## src/rtl/l0_feed_ctrl_pkg.sv

```systemverilog
// Shared types and constants for the L0 feed sequencer.
package l0_feed_ctrl_pkg;

    localparam int unsigned ROW          = 8;
    localparam int unsigned L0_DEPTH     = 64;
    localparam int unsigned SRAM_ADDR_BW = 11;
    localparam int unsigned CNT_BW       = 7;
    localparam int unsigned SRAM_RD_LAT  = 1;

    typedef enum logic [1:0] {
        ST_IDLE  = 2'd0,
        ST_LOAD  = 2'd1,
        ST_DRAIN = 2'd2,
        ST_DONE  = 2'd3
    } feed_state_e;

endpackage

```

## src/rtl/l0_skew_gen.sv

```systemverilog
// Diagonal read-enable pattern: row i reads while i <= d < i+n.
module l0_skew_gen
    import l0_feed_ctrl_pkg::*;
#(
    parameter int unsigned row    = ROW,
    parameter int unsigned cnt_bw = CNT_BW
) (
    input  logic [cnt_bw-1:0] d,
    input  logic [cnt_bw-1:0] n,
    input  logic              en,
    output logic [row-1:0]    rd_en
);

    // One window comparison per row; n+i never exceeds depth+row-1.
    always_comb begin
        rd_en = '0;
        for (int unsigned i = 0; i < row; i++) begin
            if (en && (d >= cnt_bw'(i)) && (d < n + cnt_bw'(i))) begin
                rd_en[i] = 1'b1;
            end
        end
    end

endmodule

```

## src/rtl/l0_feed_ctrl.sv

```systemverilog
// L0 input-buffer sequencer: fills L0 from activation SRAM, then drains it
// with per-row skewed read enables for the systolic array.
module l0_feed_ctrl
    import l0_feed_ctrl_pkg::*;
#(
    parameter int unsigned row     = ROW,
    parameter int unsigned addr_bw = SRAM_ADDR_BW,
    parameter int unsigned depth   = L0_DEPTH,
    parameter int unsigned cnt_bw  = CNT_BW
) (
    input  logic               clk,
    input  logic               reset,
    input  logic               start,
    input  logic [addr_bw-1:0] base_addr,
    input  logic [cnt_bw-1:0]  num_vec,
    input  logic               array_stall,
    input  logic               l0_full,
    output logic               sram_cen,
    output logic [addr_bw-1:0] sram_addr,
    output logic               l0_wr,
    output logic [row-1:0]     l0_rd_en,
    output logic               busy,
    output logic               done,
    output logic               err
);

    feed_state_e        state_q, state_d;
    logic [cnt_bw-1:0]  n_q, n_d;
    logic [cnt_bw-1:0]  rd_cnt_q, rd_cnt_d;
    logic [cnt_bw-1:0]  wr_cnt_q, wr_cnt_d;
    logic [cnt_bw-1:0]  dn_q, dn_d;
    logic               sram_cen_q, sram_cen_d;
    logic [addr_bw-1:0] sram_addr_q, sram_addr_d;
    logic               l0_wr_q, l0_wr_d;
    logic [row-1:0]     rd_en_q, rd_en_d;
    logic               busy_q, busy_d;
    logic               done_q, done_d;
    logic               err_q, err_d;

    logic [cnt_bw-1:0]  drain_len;
    logic [cnt_bw-1:0]  skew_d;
    logic               skew_en;
    logic               drain_enter;
    logic               drain_stay;
    logic [row-1:0]     skew_rd_en;

    // Select the drain step shown next cycle. Enables are registered, so the
    // stall seen this cycle blanks next cycle's enables and holds the step.
    always_comb begin
        drain_len   = n_q + cnt_bw'(row - 1);
        drain_enter = (state_q == ST_LOAD) && l0_wr_q && (wr_cnt_q + cnt_bw'(1) == n_q);
        drain_stay  = (state_q == ST_DRAIN) && (dn_q != drain_len);
        skew_d      = drain_enter ? '0 : dn_q;
        skew_en     = (drain_enter || drain_stay) && !array_stall;
    end

    l0_skew_gen #(
        .row    (row),
        .cnt_bw (cnt_bw)
    ) u_skew (
        .d     (skew_d),
        .n     (n_q),
        .en    (skew_en),
        .rd_en (skew_rd_en)
    );

    // Next-state and next-output logic; every output is a flop.
    always_comb begin
        state_d     = state_q;
        n_d         = n_q;
        rd_cnt_d    = rd_cnt_q;
        wr_cnt_d    = wr_cnt_q;
        dn_d        = dn_q;
        sram_cen_d  = 1'b1;
        sram_addr_d = sram_addr_q;
        l0_wr_d     = 1'b0;
        rd_en_d     = skew_rd_en;
        done_d      = 1'b0;
        err_d       = err_q;

        case (state_q)
            ST_IDLE: begin
                if (start) begin
                    n_d   = num_vec;
                    err_d = 1'b0;
                    if (num_vec == '0) begin
                        state_d = ST_DONE;
                        done_d  = 1'b1;
                    end else if (num_vec > cnt_bw'(depth)) begin
                        err_d = 1'b1;
                    end else begin
                        state_d     = ST_LOAD;
                        sram_cen_d  = 1'b0;
                        sram_addr_d = base_addr;
                        rd_cnt_d    = cnt_bw'(1);
                        wr_cnt_d    = '0;
                    end
                end
            end
            ST_LOAD: begin
                // SRAM data returns one cycle after the read is issued.
                l0_wr_d = !sram_cen_q;
                if (rd_cnt_q < n_q) begin
                    sram_cen_d  = 1'b0;
                    sram_addr_d = sram_addr_q + addr_bw'(1);
                    rd_cnt_d    = rd_cnt_q + cnt_bw'(1);
                end
                if (l0_wr_q) begin
                    wr_cnt_d = wr_cnt_q + cnt_bw'(1);
                    if (l0_full) begin
                        err_d = 1'b1;
                    end
                end
                if (drain_enter) begin
                    state_d = ST_DRAIN;
                    dn_d    = cnt_bw'(skew_en);
                end
            end
            ST_DRAIN: begin
                if (drain_stay) begin
                    dn_d = dn_q + cnt_bw'(skew_en);
                end else begin
                    state_d = ST_DONE;
                    done_d  = 1'b1;
                end
            end
            ST_DONE: begin
                state_d = ST_IDLE;
            end
            default: begin
                state_d = ST_IDLE;
            end
        endcase

        busy_d = (state_d == ST_LOAD) || (state_d == ST_DRAIN);
    end

    // State, counter and output registers with synchronous reset.
    always_ff @(posedge clk) begin
        if (reset) begin
            state_q     <= ST_IDLE;
            n_q         <= '0;
            rd_cnt_q    <= '0;
            wr_cnt_q    <= '0;
            dn_q        <= '0;
            sram_cen_q  <= 1'b1;
            sram_addr_q <= '0;
            l0_wr_q     <= 1'b0;
            rd_en_q     <= '0;
            busy_q      <= 1'b0;
            done_q      <= 1'b0;
            err_q       <= 1'b0;
        end else begin
            state_q     <= state_d;
            n_q         <= n_d;
            rd_cnt_q    <= rd_cnt_d;
            wr_cnt_q    <= wr_cnt_d;
            dn_q        <= dn_d;
            sram_cen_q  <= sram_cen_d;
            sram_addr_q <= sram_addr_d;
            l0_wr_q     <= l0_wr_d;
            rd_en_q     <= rd_en_d;
            busy_q      <= busy_d;
            done_q      <= done_d;
            err_q       <= err_d;
        end
    end

    assign sram_cen  = sram_cen_q;
    assign sram_addr = sram_addr_q;
    assign l0_wr     = l0_wr_q;
    assign l0_rd_en  = rd_en_q;
    assign busy      = busy_q;
    assign done      = done_q;
    assign err       = err_q;

endmodule

```

## config.mk

```make
export PLATFORM = sky130hd
export DESIGN_NAME = l0_feed_ctrl
export DESIGN_NICKNAME = d
export VERILOG_FILES = /design/src/rtl/l0_feed_ctrl_pkg.sv /design/src/rtl/l0_skew_gen.sv /design/src/rtl/l0_feed_ctrl.sv
export SDC_FILE = /design/constraint.sdc
export NUM_CORES = 1
export LEC_CHECK = 0
export CAP_MARGIN = 20
export CORE_ASPECT_RATIO = 0.75
export CORE_UTILIZATION = 41
export CTS_CLUSTER_SIZE = 8
export DETAILED_ROUTE_END_ITERATION = 12
export PLACE_DENSITY = 0.74
export SYNTH_ARGS = -nofsm -noshare
export SYNTH_HDL_FRONTEND = slang
export SYNTH_SLANG_ARGS = --single-unit
export TNS_END_PERCENT = 1
```

## constraint.sdc

```tcl
create_clock -name clk -period 3.42 [get_ports clk]
set_input_delay 0.684 -clock clk [delete_from_list [all_inputs] [get_ports clk]]
set_output_delay 0.684 -clock clk [all_outputs]
set_load 0.01 [all_outputs]
```

# Word-level counts from Yosys, hierarchy flattened

Cells that the tools add are included.

Flip-flop bits (word level): 54
Input port bits: 23
Output and inout port bits: 24
Word-level logic and storage cells: 138

Add/sub/neg operators: 11
$lt $le $gt $ge: 18
Equal/unequal tests: 15
Muxes and demuxes: 47
Bitwise gates (word level): 1
Reduce and logical (&&, ||, !) cells: 34

Operator list:

| kind                                                              | count |
|---|---|
| two-way mux 7 bit                                                 | 11 |
| less-than comparator 7 bit                                        | 9 |
| two-way mux 11 bit                                                | 4 |
| case mux 7 bit (2 select lines)                                   | 3 |
| adder 7 x 3 -> 7 bit, second input constant                       | 4 |
| greater-or-equal comparator 7 x 3 -> 1 bit, second input constant | 4 |
| case mux 11 bit (2 select lines)                                  | 1 |
| adder 7 x 1 -> 7 bit, second input constant                       | 3 |
| logical AND 1 bit                                                 | 20 |
| two-way mux 1 bit                                                 | 19 |
| adder 7 x 2 -> 7 bit, second input constant                       | 2 |
| greater-or-equal comparator 7 x 1 -> 1 bit, second input constant | 2 |
| greater-or-equal comparator 7 x 2 -> 1 bit, second input constant | 2 |
| inequality test 2 bit, second input constant                      | 7 |
| adder 11 x 1 -> 11 bit, second input constant                     | 1 |
| two-way mux 2 bit                                                 | 5 |
| AND reduction 5 bit                                               | 2 |
| case mux 2 bit (4 select lines)                                   | 1 |
| adder 7 x 1 -> 7 bit                                              | 1 |
| equality test 7 bit                                               | 1 |
| > comparator 7 bit, second input constant                         | 1 |
| logical NOT 7 bit                                                 | 1 |
| inequality test 7 bit                                             | 1 |
| equality test 2 bit, second input constant                        | 3 |
| 12 further kinds                                                  | 18 |

# Logic depth before layout (Yosys ltp)

Word-level depth: 8
Mapped depth: 17
Gate-level depth less buffers: 15

# Cells and area by module

From an unflattened synthesis, not the netlist that was laid out.

Cells, all modules: 589
Area total of the unflattened synthesis: 4621.9 um2

By module, submodules not included:

| module       | instances | cells each | area each (um2) | seq. area each (um2) |
|---|---|---|---|---|
| l0_feed_ctrl | 1         | 373        | 2975.4          | 1081.0 |
| l0_skew_gen  | 1         | 216        | 1646.6          | 0.0 |

# Worst setup path after synthesis

Ideal clock, no wire load.

Path type: register to register
From: register n_q[1]
To: register dn_q[6]
Setup time: 118 ps
Arrival: 3334 ps
Required time: 3302 ps
Setup slack: -32 ps
Stages on the path, launching flop included: 18
Buffers on the path: 2
Clock period less this slack: 3452 ps
Cell sequence: dfxtp_1 clkbuf_1 inv_1 ha_1 xor2_1 xnor2_1 nand3_1 or3_1 o21ai_1 and2_0 clkbuf_1 nor2_1 ha_1 ha_1 nand3_1 a211oi_1 xnor2_1 nor2_1

Longest elaborated chain between the ends: 8
Elaborated cells between the ends (all ways): 13
Classes of those cells: 2 x add/sub; 4 x eq/ne; 2 x mux; 5 x reduce/logical

Ends and longest elaborated chain:

| item                            | line                | source |
|---|---|---|
| from (decl)                     | l0_feed_ctrl.sv:28  | `logic [cnt_bw-1:0] n_q, n_d;` |
| from (signal assigned)          | l0_feed_ctrl.sv:155 | `n_q <= n_d;` |
| adder 7 x 3 -> 7 bit            | l0_feed_ctrl.sv:50  | `drain_len = n_q + cnt_bw'(row - 1);` |
| inequality test 7 bit           | l0_feed_ctrl.sv:52  | `drain_stay = (state_q == ST_DRAIN) && (dn_q != drain_len);` |
| logical AND 1 bit               | l0_feed_ctrl.sv:52  |  |
| logical OR 1 bit                | l0_feed_ctrl.sv:54  | `skew_en = (drain_enter \|\| drain_stay) && !array_stall;` |
| logical AND 1 bit               | l0_feed_ctrl.sv:54  |  |
| adder 7 x 1 -> 7 bit            | l0_feed_ctrl.sv:121 | `dn_d = dn_q + cnt_bw'(skew_en);` |
| two-way mux 7 bit               | l0_feed_ctrl.sv:120 | `if (drain_stay) begin` |
| case mux 7 bit (2 select lines) | l0_feed_ctrl.sv:81  | `case (state_q)` |
| to (signal assigned)            | l0_feed_ctrl.sv:158 | `dn_q <= dn_d;` |
| to (decl)                       | l0_feed_ctrl.sv:31  | `logic [cnt_bw-1:0] dn_q, dn_d;` |

Parallel ways exist; a longest one is shown, timed or not. The select of a mux whose other input is x is not followed.
A chain may end at the register's enable or synchronous reset.

# Worst setup path after layout

From: register wr_cnt_q[1]
To: register rd_en_q[5] (netlist: l0_rd_en[5])

Longest elaborated chain between the ends: 8
Elaborated cells between the ends (all ways): 11
Classes of those cells: 1 x add/sub; 2 x order compare; 1 x eq/ne; 2 x mux; 5 x reduce/logical

Ends and longest elaborated chain:

| item                                                                            | line                                   | source |
|---|---|---|
| from (decl)                                                                     | l0_feed_ctrl.sv:30                     | `logic [cnt_bw-1:0] wr_cnt_q, wr_cnt_d;` |
| from (signal assigned)                                                          | l0_feed_ctrl.sv:157                    | `wr_cnt_q <= wr_cnt_d;` |
| adder 7 x 1 -> 7 bit (*)                                                        | l0_feed_ctrl.sv:51                     | `drain_enter = (state_q == ST_LOAD) && l0_wr_q && (wr_cnt_q + cnt_bw'(1) == n_q);` |
| equality test 7 bit (*)                                                         | l0_feed_ctrl.sv:51                     |  |
| logical AND 1 bit (*)                                                           | l0_feed_ctrl.sv:51                     |  |
| two-way mux 7 bit or logical OR 1 bit (tied branches)                           | l0_feed_ctrl.sv:53, l0_feed_ctrl.sv:54 |  |
| greater-or-equal comparator 7 x 3 -> 1 bit or logical AND 1 bit (tied branches) | l0_skew_gen.sv:18, l0_feed_ctrl.sv:54  |  |
| logical AND 1 bit                                                               | l0_skew_gen.sv:18                      | `if (en && (d >= cnt_bw'(i)) && (d < n + cnt_bw'(i))) begin` |
| logical AND 1 bit (*)                                                           | l0_skew_gen.sv:18                      |  |
| two-way mux 1 bit (*)                                                           | l0_skew_gen.sv:18                      |  |
| to (signal assigned)                                                            | l0_feed_ctrl.sv:162                    | `rd_en_q <= rd_en_d;` |
| to (decl)                                                                       | l0_feed_ctrl.sv:35                     | `logic [row-1:0] rd_en_q, rd_en_d;` |

Mark *: on every way between the ends. The rest lies on a longest branch, timed or not.

==> reports/qor.txt <==
Slowest Stage Delay on Critical Path: 0.59 ns
CTS buffer count: 5
Sinks on the clock net: 54
Flop-to-flop setup slack: 0.21 ns
Crit-path slowest cell: or4_4
Final Skew: 0.0117 ns
Post-CTS Setup Bufs: 0
Nets: 678
Worst path top cell family by delay: simple AND/OR/NAND/NOR gates
Largest net degree at the start of global routing: 46
Final Setup Violations: 0
RSZ-0062 raised after global routing: false
Pwr Density: 315 nW/um^2
Worst r2r dst: l0_rd_en[5]
Avg Vias per Cell: 5.87
Final Max Tran Viols: 0
Dpl hpwl: 9270 um
Reg2Reg Depth: 12
Max H-tree Level: 2
Total Neg Setup Slack: 0 ns
GR met3 Demand/Resource: 4.42%
Worst Setup EP: l0_rd_en[5]
Worst-skew pair later-pin latency: 0.30 ns
CTS Buffer Depth: 2
Cell Rows: 32
Final WL: 12,400 um
Hold/Removal Path Class: reg -> reg
Final Total Pwr: 1.66 mW
Commonest cells post-synth: nor2_1, dfxtp_1, a21oi_1
Tightest Pin Transition: 0.648 ns
Crit path launch: wr_cnt_q[1]
Worst path depth: 12
Die width: 122 um
CTS Root Cell: clkbuf_16
Top post-synthesis cells by area: dfxtp_1, ha_1, xnor2_1
Routability cong.: 0.949
Max VDD drop: 0.222 mV
Worst rel slew slack: 56.8%
Mapped Area: 4400 um^2
Reg clk slew, reported paths: 0.08 ns
DRT antenna net count: 0
Synthesis-to-layout area growth: 20.1%
CTS tree: built
Die area: 11,200 um^2
Ports: 47
Dpl cells: 737
Top-count cell post-synth: nor2_1
Non-Filler Instances: 745
Final hold vios: 0
Gr usage total: 23.1%
Initial antenna violation count: 0
Avg Synthesized Cell Area: 7.88 um^2
Worst Setup Path Type: reg -> reg
Crit path DAT: 3.41 ns
Area of the core: 10,400 um^2
Crit path buf inv count: 0
Synth unique cells: 65
Met1 Resource Use GR: 33.5%
DRC viols: 0
Post-synth EDFFs: 0
Yosys reg bits: 54
Ys flop type: dfxtp_1
Crit-path max FO: 8
Fin crit share: 94.0%
Synth top area share: 24.6%
Hold_buf cts: 0
Worst setup SP type: flop
Fin crit period: 3.21 ns
Max-cap viol count: 0
Synth area leader: dfxtp_1
Warnings from Yosys: 0
Status: finished, final reports clean
WP data required: 3.61 ns
Routed wire per std cell: 16.6 um
Layout cells sized above 1: 9.03%
Core Util, Final: 51.0%
FFs w/ async S/R, synth: 0%
Most Crowded Layer GR: met2
IO buf count: 46
Vias: 4,376
Fillers: 941
Crit end category: flop
Die height: 91.7 um
Pleak: 2.05 nW
Area of placed instances: 5110 um^2
Initial Utilization: 42.5%
Register area share after synthesis: 24.6%
Final Cell Area: 5290 um^2
Iteration count of the initial detailed-routing pass: 5
Launching point of the worst reg2reg path: wr_cnt_q[1]
Crit-path cells: ha_2, and3_1, and3_4, xnor2_1, or4_4, and2_1, ha_1, a21oi_1, a211oi_1, nor3_1, maj3_1, o21a_1
FMAX: 311 MHz
Congestion Overflow GR: 0
GR Util met2: 35.1%
Syn Nets: 629
Syn Inst Count: 559
First-pass GRT wire length: 20,700 um
Vias in the first global route: 4,178
Antenna Cells: 0
Initial DRC count: 355
==> layer usage <==
layer | wire length [um] | share of wire [%]
met3 | 1230 | 9.9
met1 | 5630 | 45
met2 | 5380 | 43
met4 | 135 | 1.1
met5 | 0 | 0
==> sequential cells by signal, summed over array words and instances, names as in the netlist, 2 cells and up <==
signal	flops
wr_cnt_q	7
state_q	2
n_q	7
rd_cnt_q	7
sram_addr	11
dn_q	7
l0_rd_en	8
==> cells in the final DEF, fill, tap and decap left out, drive strengths merged, types with 13 or more instances in the layout <==
cell type | Yosys | layout
a211oi | 13 | 13
a21oi | 49 | 49
buf | 9 | 29
clkdlybuf4s50 | 0 | 46
dfxtp | 54 | 54
ha | 47 | 47
inv | 17 | 18
nand2 | 44 | 44
nand3 | 17 | 17
nor2 | 68 | 68
nor3 | 13 | 13
o21ai | 19 | 19
xnor2 | 40 | 40
==> report_power, final <==
group | internal (mW) | switching [mW] | total (mW)
logic | 0.180 | 0.216 | 0.395
registers | 0.651 | 0.0217 | 0.672
clock network | 0.348 | 0.248 | 0.596
==> through the flow <==
step	hold slack, ns	worst slack (ns)
after detailed placement	0.410	-0.0357
after global routing	0.443	0.0278
after CTS	0.421	0.0201
after global placement	0.406	0.141
final	0.417	0.206
after floorplan	0.447	0.0443
==> worst min-delay path by stage <==
stage	cells past startpoint	startpoint	endpoint	slack [ns]
2_1_floorplan	2	rd_cnt_q[6]	rd_cnt_q[6]	0.45
3_3_place_gp	1	sram_cen	l0_wr	0.41
3_5_place_dp	1	sram_cen	l0_wr	0.41
4_1_cts	1	sram_cen	l0_wr	0.42
5_1_grt	1	sram_cen	l0_wr	0.44
6_report	1	sram_cen	l0_wr	0.42
==> cell type report <==
class	count	area, um^2	share of cell area [%]
Sequential cell	54	1080	20.4
Clock buffer	5	125	2.37
Clock inverter	3	43.8	0.828
Inverter	18	67.6	1.28
Multi-Input combinational cell	454	3120	59.0
Timing Repair Buffer	75	678	12.8
Tap cell	136	170	3.22
==> logic make-up after synthesis <==
| kind of cell | after synthesis | synth area share (%) |
|---|---|---|
| adders and majority gates | 50 | 14.1 |
| xor gates and xnor gates | 52 | 11.3 |
| and+or+nand+nor | 202 | 22.0 |
| AOI/OAI and AO/OA | 146 | 22.2 |
| buffers and inverters | 51 | 5.03 |
| muxes | 4 | 0.909 |
| DFF | 54 | 24.6 |
==> what timing repair did <==
action,4_1_cts,5_1_grt
pin swaps,0,1
endpoints found under the setup margin,1,7
resized for setup,1,4
gates cloned,0,0
Note: power is estimated with default switching activity, not from simulation.
